File: src/rtl/pow_n_pkg.sv
// Shared types and arithmetic helpers for the streaming x^N pipeline.
// Optional overflow tracking is enabled with the POW_N_OVF_EN macro.
package pow_n_pkg;

    localparam int N_DEF     = 5;
    localparam int W_IN_DEF  = 8;
    localparam int W_RES_DEF = 32;
    localparam int STAGES    = N_DEF - 1;

    // Stage payload is sized for the widest supported build (W_IN <= 32, W_RES <= 64).
    // Unused upper bits stay zero and are pruned by synthesis.
    localparam int X_MAX   = 32;
    localparam int ACC_MAX = 64;
    localparam int P_W     = X_MAX + ACC_MAX;

    typedef struct packed {
        logic               v;
        logic [X_MAX-1:0]   x;
        logic [ACC_MAX-1:0] acc;
`ifdef POW_N_OVF_EN
        logic               ovf;
`endif
    } stage_t;

    function automatic logic [P_W-1:0] mul_full(input logic [ACC_MAX-1:0] a,
                                                input logic [X_MAX-1:0]   b);
        return {{X_MAX{1'b0}}, a} * {{ACC_MAX{1'b0}}, b};
    endfunction

    // Product of a and b reduced modulo 2^w.
    function automatic logic [ACC_MAX-1:0] mul_trunc(input logic [ACC_MAX-1:0] a,
                                                     input logic [X_MAX-1:0]   b,
                                                     input int                 w);
        logic [ACC_MAX-1:0] mask;
        mask = (w >= ACC_MAX) ? '1 : ((ACC_MAX'(1) << w) - ACC_MAX'(1));
        return ACC_MAX'(mul_full(a, b)) & mask;
    endfunction

    // True when the exact product has any bit at position w or above.
    function automatic logic prod_ovf(input logic [ACC_MAX-1:0] a,
                                      input logic [X_MAX-1:0]   b,
                                      input int                 w);
        return (mul_full(a, b) >> w) != '0;
    endfunction

endpackage

File: src/rtl/pow_n_stage.sv
// One register stage of the x^N pipeline: multiplies the incoming accumulator by x
// and holds its contents whenever the downstream stage cannot take them.
module pow_n_stage
    import pow_n_pkg::*;
#(
    parameter int W_RES = W_RES_DEF
) (
    input  logic   clk,
    input  logic   rst,
    input  stage_t prev,
    input  logic   next_rdy,
    output logic   rdy,
    output stage_t cur
);

    // An empty stage always accepts, so bubbles are squeezed out under backpressure.
    assign rdy = !cur.v || next_rdy;

    always_ff @(posedge clk) begin
        if (!rst) begin
            cur.v <= 1'b0;
`ifdef POW_N_OVF_EN
            cur.ovf <= 1'b0;
`endif
        end else if (rdy) begin
            cur.v   <= prev.v;
            cur.x   <= prev.x;
            cur.acc <= mul_trunc(prev.acc, prev.x, W_RES);
`ifdef POW_N_OVF_EN
            cur.ovf <= prev.ovf | prod_ovf(prev.acc, prev.x, W_RES);
`endif
        end
    end

endmodule

File: src/rtl/pow_n_pipelined_ready.sv
// Streaming x^N engine: N-1 multiply stages, one operand in and one result out per cycle.
// Defining POW_N_OVF_EN adds a sticky overflow flag that travels with each result (out_ovf).
module pow_n_pipelined_ready
    import pow_n_pkg::*;
#(
    parameter int N     = N_DEF,
    parameter int W_IN  = W_IN_DEF,
    parameter int W_RES = W_RES_DEF
) (
    input  logic             clk,
    input  logic             rst,
    input  logic             in_valid,
    output logic             in_ready,
    input  logic [W_IN-1:0]  in_data,
    output logic             out_valid,
    input  logic             out_ready,
    output logic [W_RES-1:0] out_data
`ifdef POW_N_OVF_EN
    ,
    output logic             out_ovf
`endif
);

    localparam int DEPTH = N - 1;

    // Handshake: a word moves across a boundary on a posedge where valid && ready.
    // The ready chain runs combinationally from out_ready back to in_ready.
    stage_t head;
    stage_t st  [1:DEPTH];
    logic   rdy [1:DEPTH];

    // Stage 1 sees acc = x, so its multiply forms x*x.
    always_comb begin
        head     = '0;
        head.v   = in_valid;
        head.x   = X_MAX'(in_data);
        head.acc = ACC_MAX'(in_data);
    end

    for (genvar k = 1; k <= DEPTH; k++) begin : g_stage
        stage_t prev_s;
        logic   nrdy;

        if (k == 1) begin : g_first
            assign prev_s = head;
        end else begin : g_chain
            assign prev_s = st[k-1];
        end

        if (k == DEPTH) begin : g_last
            assign nrdy = out_ready;
        end else begin : g_inner
            assign nrdy = rdy[k+1];
        end

        pow_n_stage #(
            .W_RES(W_RES)
        ) u_stage (
            .clk     (clk),
            .rst     (rst),
            .prev    (prev_s),
            .next_rdy(nrdy),
            .rdy     (rdy[k]),
            .cur     (st[k])
        );
    end

    assign in_ready  = rdy[1];
    assign out_valid = st[DEPTH].v;
    assign out_data  = st[DEPTH].acc[W_RES-1:0];
`ifdef POW_N_OVF_EN
    assign out_ovf   = st[DEPTH].ovf;
`endif

    logic unused_bits;
    assign unused_bits = ^{st[DEPTH].x, st[DEPTH].acc};

endmodule

File: config.mk
export PLATFORM = sky130hd
export DESIGN_NAME = pow_n_pipelined_ready
export DESIGN_NICKNAME = d
export VERILOG_FILES = /design/src/rtl/pow_n_pkg.sv /design/src/rtl/pow_n_stage.sv /design/src/rtl/pow_n_pipelined_ready.sv
export SDC_FILE = /design/constraint.sdc
export NUM_CORES = 1
export LEC_CHECK = 0
export ABC_AREA = 1
export BUFFER_PORTS_ARGS = -buffer_cell sky130_fd_sc_hd__buf_2
export CORE_ASPECT_RATIO = 0.8
export CORE_MARGIN = 4
export CORE_UTILIZATION = 58
export CTS_CLUSTER_SIZE = 30
export DETAILED_ROUTE_END_ITERATION = 8
export PLACE_DENSITY = 0.74
export SLEW_MARGIN = 20
export SYNTH_ARGS = -nofsm -noshare
export SYNTH_HDL_FRONTEND = slang
export SYNTH_SLANG_ARGS = --single-unit
File: constraint.sdc
create_clock -name clk -period 7.9 [get_ports clk]
set_clock_uncertainty 0.15 [all_clocks]
set_input_delay 1.185 -clock clk [delete_from_list [all_inputs] [get_ports clk]]
set_output_delay 1.185 -clock clk [all_outputs]
set_load 0.02 [all_outputs]
==> results.md, run 1 <==
- CTS HTree Levels: 4
- Slew Viols, Final: 0
- First-pass GRT wire length: 98.73 mm
- Ports: 46
- TritonCTS clock tree: yes
- Tot GR Track Use: a little over a quarter
- Multi-input gate area: 16410 µm²
- RSZ-0062 raised after global routing: false
- Largest register FFs: 130
- Syn_area_per_cell: 7.619 µm²
- Routed wl met2: 25.06 mm
- Max Cap Violations: 0
- Share of the yosys chip area belonging to registers: 15.89%
- Finished Cell Area: 25430 µm²
- Layout filler cell count: 3662
- WL per Instance: 15.59 µm
- Cell row count: 66
- Hold buffers post-CTS: 0
- Largest net degree at the start of global routing: 41
- Layout cells sized above 1: 4.344%
- DR DRC count: 0
- Mapped Area: 24320 µm²
- Fmax: between 0.15 and 0.2 GHz
- Clk Tree Root Cell: clkbuf_16
- Net count, final: 3720
- Final setup vio count: 0
- Initial DRC count: about 1600
- R2R setup slack: 2.70 ns
- Initial Utilization: around 59%
- Critical Path RT: ~8 ns
- Register bit total from synthesis: 130
- Die span in x: ~240 µm
- Core area: 41040 µm²
- Crit Path Category: reg -> reg
- Worst-Skew Late Latency: 0.47 ns
- Post-synth EDFFs: 126
- Clk slew on worst S/H paths: 0.06 ns
- Final setup margin: 2.700 ns
- Most numerous cell in the Yosys netlist: inv_1
- Synth warn: 0
- # resized after CTS: 0
- FF+latch area: 3864 µm²
- Total Wirelength: 57.65 mm
- Arrival @ worst endpoint: 5.27 ns
- Area growth syn-to-layout: 4.568%
- Max Used Layer: met4
- Most frequent cells after synthesis: inv_1 (946), nand2_1 (899), fa_1 (401), ha_1 (166), edfxtp_1 (126)
- Tmin final: 5.200 ns
- IO Port Bufs: 45
- Relative slew margins: between 20% and 30%
- Top FF cell, synth: edfxtp_1
- Diodes inserted: 0
- Worst slew pin tran: about 1.1 ns
- Largest Register: g_stage.u_stage.cur
- Distinct cells, synth: between 40 and 50
- Via density: ~5.2
- CP endpoint kind: flip-flop
- Async set-reset flop share out of synthesis: 0%
- Post-Place Cell Area: 24840 µm²
- Endpoints failing hold: 0
- Clk buf depth: 2
- Post-Syn Nets: 3771
- RePlAce Congestion: 0.9339
- CP startpoint kind: flip-flop
- WL met3: between 4 and 5 mm
- 1st-pass router iterations: 5
- Synth top area share: between 30 and 40%
- Final TNS setup: 0 ns
- Fin crit share: between 60% and 70%
- Post-detail-place hpwl: ~47 mm
- Metal-1 WL: 26.89 mm
- Leading area contributor after synthesis: fa_1
- Pre-CTS WS: 2.746 ns
- Initial antenna violation count: 0
- Antenna viol nets, final: 0
- Regs by FF count: g_stage.u_stage.cur x130
- Die Area: 45290 µm²
- Status: finished clean
- Total grt overflow: 0
- CTS Buf Count: 17
- Sinks on the clock net: 130
- Synth top area cells: fa_1 (33%), edfxtp_1 (16%), inv_1 (15%), nand2_1 (14%), ha_1 (8.5%)
- Mapped Cells: 3192
- Min-Delay Path Class: reg -> reg
- Routed vias: 19265
- Worst-path maximum fanout: 27
- Vias in the first global route: around 20000
- Die height: 191.2 µm
- Postcts setup bufs: 0
==> critical path, stage by stage, from the launching register on <==
cell	delay (ns)
edfxtp_1	1.06
nand2_1	0.20
fa_1	0.55
fa_1	0.49
inv_1	0.05
fa_1	0.47
inv_1	0.05
fa_1	0.47
inv_1	0.04
ha_1	0.36
nand2_1	0.15
nor2_1	0.24
nand2_1	0.11
nand2_2	0.13
nand2_1	0.08
nand2_2	0.09
nand2_1	0.09
nand3_1	0.10
nand2_1	0.07
==> cell families (layout without fill, tap and decap cells) <==
family          count (synthesis)  count (layout)  share of synthesized area, %
fa+ha+maj                     567             567                         41.55
flops                         130             130                         15.89
compound gates                186             186                         4.234
xor+xnor                       66              66                         2.377
simple gates                 1164            1164                         19.27
buf+inv                      1079            1041                         16.69
==> area by class of cell <==
| type | count | area share (%) |
|---|---|---|
| clock buffer | 19 | 1.742 |
| clock inverter | 13 | 0.5313 |
| inverter | 952 | 14.05 |
| multi-input combinational | 1983 | 64.54 |
| sequential | 130 | 15.19 |
| tap | 544 | 2.676 |
| timing repair buffer | 57 | 1.269 |
==> metrics by stage <==
stage                     cells  utilization, %  hold WS [ns]
after floorplan            3192               -        0.2744
after global placement     3665           60.51        0.2928
after detailed placement   3665           60.52        0.3126
after CTS                  3697           61.93        0.3218
after global routing       3698           61.97        0.3437
final                      3698           61.97        0.3161
==> path summary, 6_finish.rpt <==
check	start	end	cells past startpoint
max	g_stage[2].u_stage.cur[69]$_DFFE_PP_	g_stage[3].u_stage.cur[30]$_DFFE_PP_	18
min	g_stage[3].u_stage.cur[96]$_SDFFE_PN0P_	g_stage[4].u_stage.cur[96]$_SDFFE_PN0P_	2
max reg2reg	g_stage[2].u_stage.cur[69]$_DFFE_PP_	g_stage[3].u_stage.cur[30]$_DFFE_PP_	18
min reg2reg	g_stage[3].u_stage.cur[96]$_SDFFE_PN0P_	g_stage[4].u_stage.cur[96]$_SDFFE_PN0P_	2
==> per-layer routing <==
metal,global-route usage [%],up-vias
met5,0,-
met1,40.11,9388
met4,6.689,0
li1,-,9093
met2,41.67,698
met3,4.500,86
==> placed cells by master (no fill, tap or decap), drive strengths merged <==
cell type and instances:
and3 1, nand3b 2, a21boi 2, bufinv 2, clkinvlp 1, buf 57
ha 166, or2 1, fa 401, a21o 6, o221ai 1, and2 1
nand4 30, a21oi 103, xnor2 16, dfxtp 4, o21ai 57, o211ai 1
nor4 4, a31oi 1, nor3 14, nand2 920, nor3b 1, o21a 3
edfxtp 126, clkinv 8, inv 954, nor2 121, nand3 69, o21bai 12
xor2 50, clkbuf 19
Power of run 1 is not shown: default switching activity piles up to over one toggle a cycle in this logic, so the estimate is an artifact.
==> run 2, diff against run 1 <==
==> constraint.sdc (replaced) <==
create_clock -name clk -period 4.8 [get_ports clk]
set_clock_uncertainty 0.15 [all_clocks]
set_input_delay 0.72 -clock clk [delete_from_list [all_inputs] [get_ports clk]]
set_output_delay 0.72 -clock clk [all_outputs]
set_load 0.02 [all_outputs]
==> run 2 against run 1 <==
Sequential share of layout area down 0.56 points. Setup slack lost 2.6 ns. Cell area grew 3.8%. Die area stayed put. Via count increased by 1.4%. Critical endpoint is now g_stage[4].u_stage.cur[24]$_DFFE_PP_. Count of clock-buffer cells in the layout fell by 1. Sequential cell count unchanged.
==> results.md, run 2 (same netlist as run 1, synthesis figures left out) <==
- Clk buf depth: 2 (unchanged)
- Commonest non-fill, non-tap cell in the layout: inv_1 (unchanged)
- CTS HTree Levels: 4 (unchanged)
- Die Area: 45290 µm² (unchanged)
- Via density: 5.209 (was 5.210)
- Fin crit share: 97.73% (was 65.82%)
- Initial DRC count: 1660 (was 1627)
- CTS Buf Count: 17 (unchanged)
- Final setup margin: 0.1091 ns (was 2.700 ns)
- Post-detail-place hpwl: 47.60 mm (was 47.29 mm)
- Slew Viols, Final: 0 (unchanged)
- Worst-path maximum fanout: 18 (was 27)
- Layout filler cell count: 3520 (was 3662)
- Status: finished clean (unchanged)
- 1st-pass router iterations: 6 (was 5)
- Area growth syn-to-layout: 8.571% (was 4.568%)
- Die span in x: 236.9 µm (unchanged)
- Worst slew pin tran: 1.070 ns (was 1.141 ns)
- Hold buffers post-CTS: 0 (unchanged)
- RePlAce Congestion: 0.9741 (was 0.9339)
- Initial Utilization: 59.26% (unchanged)
- Tmin final: 4.691 ns (was 5.200 ns)
- Vias in the first global route: 20188 (was 19994)
- Endpoints failing hold: 0 (unchanged)
- Final core area utilization: 64.34% (was 61.97%)
- Die height: 191.2 µm (unchanged)
- Diodes inserted: 0 (unchanged)
- DR DRC count: 0 (unchanged)
- First-pass GRT wire length: 100.2 mm (was 98.73 mm)
- Most frequent cells in the layout: inv_1 (946), nand2_1 (885), fa_1 (400) (was inv_1 (946), nand2_1 (899), fa_1 (401))
- Arrival @ worst endpoint: 4.75 ns (was 5.27 ns)
- Total grt overflow: 0 (unchanged)
- Crit Path Category: reg -> reg (unchanged)
- TritonCTS clock tree: yes (unchanged)
- Final TNS setup: 0 ns (unchanged)
- Final setup vio count: 0 (unchanged)
- Worst-Skew Late Latency: 0.47 ns (about the same)
- Largest register FFs: 130 (unchanged)
- IO Port Bufs: 45 (unchanged)
- Clk Tree Root Cell: clkbuf_16 (unchanged)
- Fmax: 0.2132 GHz (was 0.1923 GHz)
- Critical Path RT: 4.86 ns (was 7.97 ns)
- Clk slew on worst S/H paths: 0.08 ns (was 0.06 ns)
- Max Cap Violations: 0 (unchanged)
- Min-Delay Path Class: reg -> reg (unchanged)
- Layout cells sized above 1: 8.326% (was 4.344%)
- RSZ-0062 raised after global routing: true (was false)
- Largest Register: g_stage.u_stage.cur (unchanged)
- Sinks on the clock net: 130 (unchanged)
- Regs by FF count: g_stage.u_stage.cur x130 (unchanged)
- CP endpoint kind: flip-flop (unchanged)
- Initial antenna violation count: 0 (unchanged)
- Core area: 41040 µm² (unchanged)
- Total Wirelength: 59.33 mm (was 57.65 mm)
- Pre-CTS WS: 0.02831 ns (was 2.746 ns)
- CP startpoint kind: flip-flop (unchanged)
- Cell row count: 66 (unchanged)
- WL per Instance: 15.82 µm (was 15.59 µm)
- Relative slew margins: 28.67% (was 23.94%)
- Antenna viol nets, final: 0 (unchanged)
- Largest net degree at the start of global routing: 40 (was 41)
- Tot GR Track Use: 27.36% (was 26.97%)
- Routed vias: 19539 (was 19265)
- Ports: 46 (unchanged)
- Net count, final: 3773 (was 3720)
run 2: critical path, stage by stage, from the launching register on:
cell and delay [ns]:
edfxtp_1 0.44, buf_6 0.17, buf_12 0.15, nand2_1 0.06, inv_1 0.06, fa_1 0.52, fa_1 0.57, fa_1 0.44
fa_1 0.46, ha_2 0.46, nand2_1 0.22, nor3_2 0.33, nand3_1 0.21, nand4_1 0.13, nand2_1 0.06
run 2: path summary, 6_finish.rpt:
| path | startpoint | slack (ns) | cells past startpoint | end |
|---|---|---|---|---|
| worst max-delay path | g_stage[3].u_stage.cur[66]$_DFFE_PP_ | 0.11 | 14 | g_stage[4].u_stage.cur[24]$_DFFE_PP_ |
| worst max register to register | g_stage[3].u_stage.cur[66]$_DFFE_PP_ | 0.11 | 14 | g_stage[4].u_stage.cur[24]$_DFFE_PP_ |
| worst min register to register | g_stage[3].u_stage.cur[96]$_SDFFE_PN0P_ | 0.31 | 2 | g_stage[4].u_stage.cur[96]$_SDFFE_PN0P_ |
| worst min-delay path | g_stage[3].u_stage.cur[96]$_SDFFE_PN0P_ | 0.31 | 2 | g_stage[4].u_stage.cur[96]$_SDFFE_PN0P_ |
run 2: cell type report:
cell class | instances | area (µm²) | share of cell area [%]
inverters | 952 | 3573 | 13.53
multi-input cells | 1983 | 16800 | 63.61
flip-flops and latches | 130 | 3864 | 14.63
clock buffers | 18 | 429.2 | 1.625
repair buffers | 110 | 908.4 | 3.440
well taps | 544 | 680.7 | 2.578
clock inverters | 14 | 152.6 | 0.5781
run 2: what timing repair did:
| item | 4_1_cts | 5_1_grt |
|---|---|---|
| gates resized for setup | 0 | 103 |
| pin swaps | 0 | 6 |
| setup buffers | 2 | 7 |
| setup endpoints to repair | 1 | 39 |
run 2: per-layer routing:
layer / part of all wire (%) / global-route usage (%) / vias up
li1: - / - / 9187
met1: 45 / 41.29 / 9466
met2: 44 / 41.88 / 827
met3: 9.2 / 5.077 / 59
met4: 1.2 / 5.455 / 0
met5: 0 / 0 / -
run 2: stage by stage:
stage | hold WS, ns | cells | cell area [µm²]
finish | 0.3131 | 3751 | 26410
CTS | 0.2960 | 3744 | 25930
floorplan | 0.2744 | 3192 | 24320
global route | 0.3311 | 3751 | 26410
global placement | 0.2918 | 3710 | 25330
detailed placement | 0.3034 | 3710 | 25330
Power of run 2 is left out for the same reason.
==> run 3, diff against run 2 <==
==> constraint.sdc (replaced) <==
create_clock -name clk -period 5.4 [get_ports clk]
set_clock_uncertainty 0.15 [all_clocks]
set_input_delay 0.81 -clock clk [delete_from_list [all_inputs] [get_ports clk]]
set_output_delay 0.81 -clock clk [all_outputs]
set_load 0.02 [all_outputs]
==> run 3 against run 2 <==
Worst hold slack gained 0.0039 ns. Critical path type unchanged. Die area unchanged. First-iteration DRC count is 3.7% lower. Wire length down 4.5%. Fmax fell by 8.0%. Sequential cell count unchanged. Highest routed layer unchanged. Count of clock-buffer cells in the layout decreased by 1.
==> results.md, run 3 (same netlist as run 1, synthesis figures left out) <==
- Status: finished clean (unchanged)
- IO Port Bufs: 45 (unchanged)
- CTS Buf Count: 17 (unchanged)
- Final setup vio count: 0 (unchanged)
- Antenna viol nets, final: 0 (unchanged)
- Ports: 46 (unchanged)
- Crit Path Category: reg -> reg (unchanged)
- Tmin final: 5.098 ns (was 4.691 ns)
- DR DRC count: 0 (unchanged)
- CP startpoint kind: flip-flop (unchanged)
- # resized after CTS: 0 (unchanged)
- Worst slew pin tran: 1.036 ns (was 1.070 ns)
- Register-to-Register Path Depth: 16 (was 14)
- Clk Tree Root Cell: clkbuf_16 (unchanged)
- Initial antenna violation count: 0 (unchanged)
- Clk slew on worst S/H paths: 0.07 ns (was 0.08 ns)
- Postcts setup bufs: 0 (was 2)
- Die span in x: 236.9 µm (unchanged)
- Fin crit share: 94.40% (was 97.73%)
- Worst-Skew Late Latency: 0.46 ns (was 0.47 ns)
- Clk buf depth: 2 (unchanged)
- Initial DRC count: 1598 (was 1660)
- Final TNS setup: 0 ns (unchanged)
- Largest Register: g_stage.u_stage.cur (unchanged)
- Finished Cell Area: 25560 µm² (was 26410 µm²)
- Max Cap Violations: 0 (unchanged)
- CTS HTree Levels: 4 (unchanged)
- Vias in the first global route: 20228 (was 20188)
- Core area: 41040 µm² (unchanged)
- Hold buffers post-CTS: 0 (unchanged)
- Worst path slowest cell: edfxtp_1 (was fa_1)
- Relative slew margins: 30.90% (was 28.67%)
- Regs by FF count: g_stage.u_stage.cur x130 (unchanged)
- CP Cell Sequence: nand2_1, fa_1, inv_1, fa_1, fa_1, inv_1, fa_1, inv_1, ha_1, nand2_1, nor2_1, inv_1, o21ai_0, nand2_1, nand4_1, nand2_1 (was buf_6, buf_12, nand2_1, inv_1, fa_1, fa_1, fa_1, fa_1, ha_2, nand2_1, nor3_2, nand3_1, nand4_1, nand2_1)
- Tot GR Track Use: 26.81% (was 27.36%)
- Arrival @ worst endpoint: 5.17 ns (was 4.75 ns)
- Sinks on the clock net: 130 (unchanged)
- Largest register FFs: 130 (unchanged)
- RePlAce Congestion: 0.9639 (was 0.9741)
- WHS Path Cells: 2 (unchanged)
- First-pass GRT wire length: 99.01 mm (was 100.2 mm)
- Fmax: 0.1962 GHz (was 0.2132 GHz)
- Cell row count: 66 (unchanged)
- Layout cells sized above 1: 4.830% (was 8.326%)
- Diodes inserted: 0 (unchanged)
- Final core area utilization: 62.29% (was 64.34%)
- Routed vias: 19052 (was 19539)
- Die Area: 45290 µm² (unchanged)
- Post-detail-place hpwl: 46.56 mm (was 47.60 mm)
- Endpoints failing hold: 0 (unchanged)
- Largest stage delay on the critical path: 0.94 ns (was 0.57 ns)
- Slew Viols, Final: 0 (unchanged)
- Worst-path maximum fanout: 22 (was 18)
- RSZ-0062 raised after global routing: false (was true)
- TritonCTS clock tree: yes (unchanged)
- Min-Delay Path Class: reg -> reg (unchanged)
- Via density: 5.133 (was 5.209)
- Area growth syn-to-layout: 5.114% (was 8.571%)
- Die height: 191.2 µm (unchanged)
- Largest net degree at the start of global routing: 40 (unchanged)
- 1st-pass router iterations: 6 (unchanged)
- CP endpoint kind: flip-flop (unchanged)
- Commonest non-fill, non-tap cell in the layout: inv_1 (unchanged)
- Total Wirelength: 56.68 mm (was 59.33 mm)
- Initial Utilization: 59.26% (unchanged)
- Total grt overflow: 0 (unchanged)
- WL per Instance: 15.27 µm (was 15.82 µm)
- Hold_ws: 0.3169 ns (was 0.3131 ns)
- Net count, final: 3734 (was 3773)
- Post-Place Cell Area: 24960 µm² (was 25330 µm²)
- Most frequent cells in the layout: inv_1 (946), nand2_1 (899), fa_1 (401) (was inv_1 (946), nand2_1 (885), fa_1 (400))
- Critical Path RT: 5.47 ns (was 4.86 ns)
## run 3: cell types whose count changed in the layout (fill, tap and decap cells not counted), sizes merged
| cell | previous run | this run |
|---|---|---|
| inv | 955 | 961 |
| clkbuf | 18 | 17 |
| clkinvlp | 3 | 4 |
| clkinv | 6 | 2 |
| buf | 110 | 71 |
| bufinv | 2 | 0 |
## run 3: layout make-up
| type | count | area [µm²] |
|---|---|---|
| clock buffers | 17 | 425.4 |
| clock inverters | 15 | 138.9 |
| fillers | 3587 | 15480 |
| inverters | 952 | 3573 |
| multi-input cells | 1983 | 16410 |
| flip-flops and latches | 130 | 3864 |
| well taps | 544 | 680.7 |
| repair buffers | 71 | 469.2 |
## run 3: per-layer routing
layer / share of wire [%] / track usage [%] / routed length (µm)
met1: 46 / 40.11 / 26340
met2: 44 / 41.52 / 24870
met3: 8.4 / 4.832 / 4733
met4: 1.3 / 5.365 / 736
met5: 0 / 0 / 0
## run 3: final timing paths
kind	start	to	slack, ns
max	g_stage[2].u_stage.cur[68]$_DFFE_PP_	g_stage[3].u_stage.cur[22]$_DFFE_PP_	0.30
max reg2reg	g_stage[2].u_stage.cur[68]$_DFFE_PP_	g_stage[3].u_stage.cur[22]$_DFFE_PP_	0.30
min	g_stage[2].u_stage.cur[96]$_SDFFE_PN0P_	g_stage[3].u_stage.cur[96]$_SDFFE_PN0P_	0.32
min reg2reg	g_stage[2].u_stage.cur[96]$_SDFFE_PN0P_	g_stage[3].u_stage.cur[96]$_SDFFE_PN0P_	0.32
## run 3: per-stage QoR
stage | cells | setup WS [ns]
floorplan | 3192 | 0.7695
global placement | 3678 | 0.2860
finish | 3712 | 0.3021
global route | 3712 | 0.03852
detailed placement | 3678 | 0.3878
CTS | 3710 | 0.3516
## run 3: critical path: cells and delay by family (launching register included)
kind	cells	cell delay, ns
AOI/OAI and AO/OA	1	0.36
and+or+nand+nor	6	0.79
buffers and inverters	4	0.27
adders and majority gates	5	2.34
DFF	1	0.94
Power of run 3 is left out for the same reason.
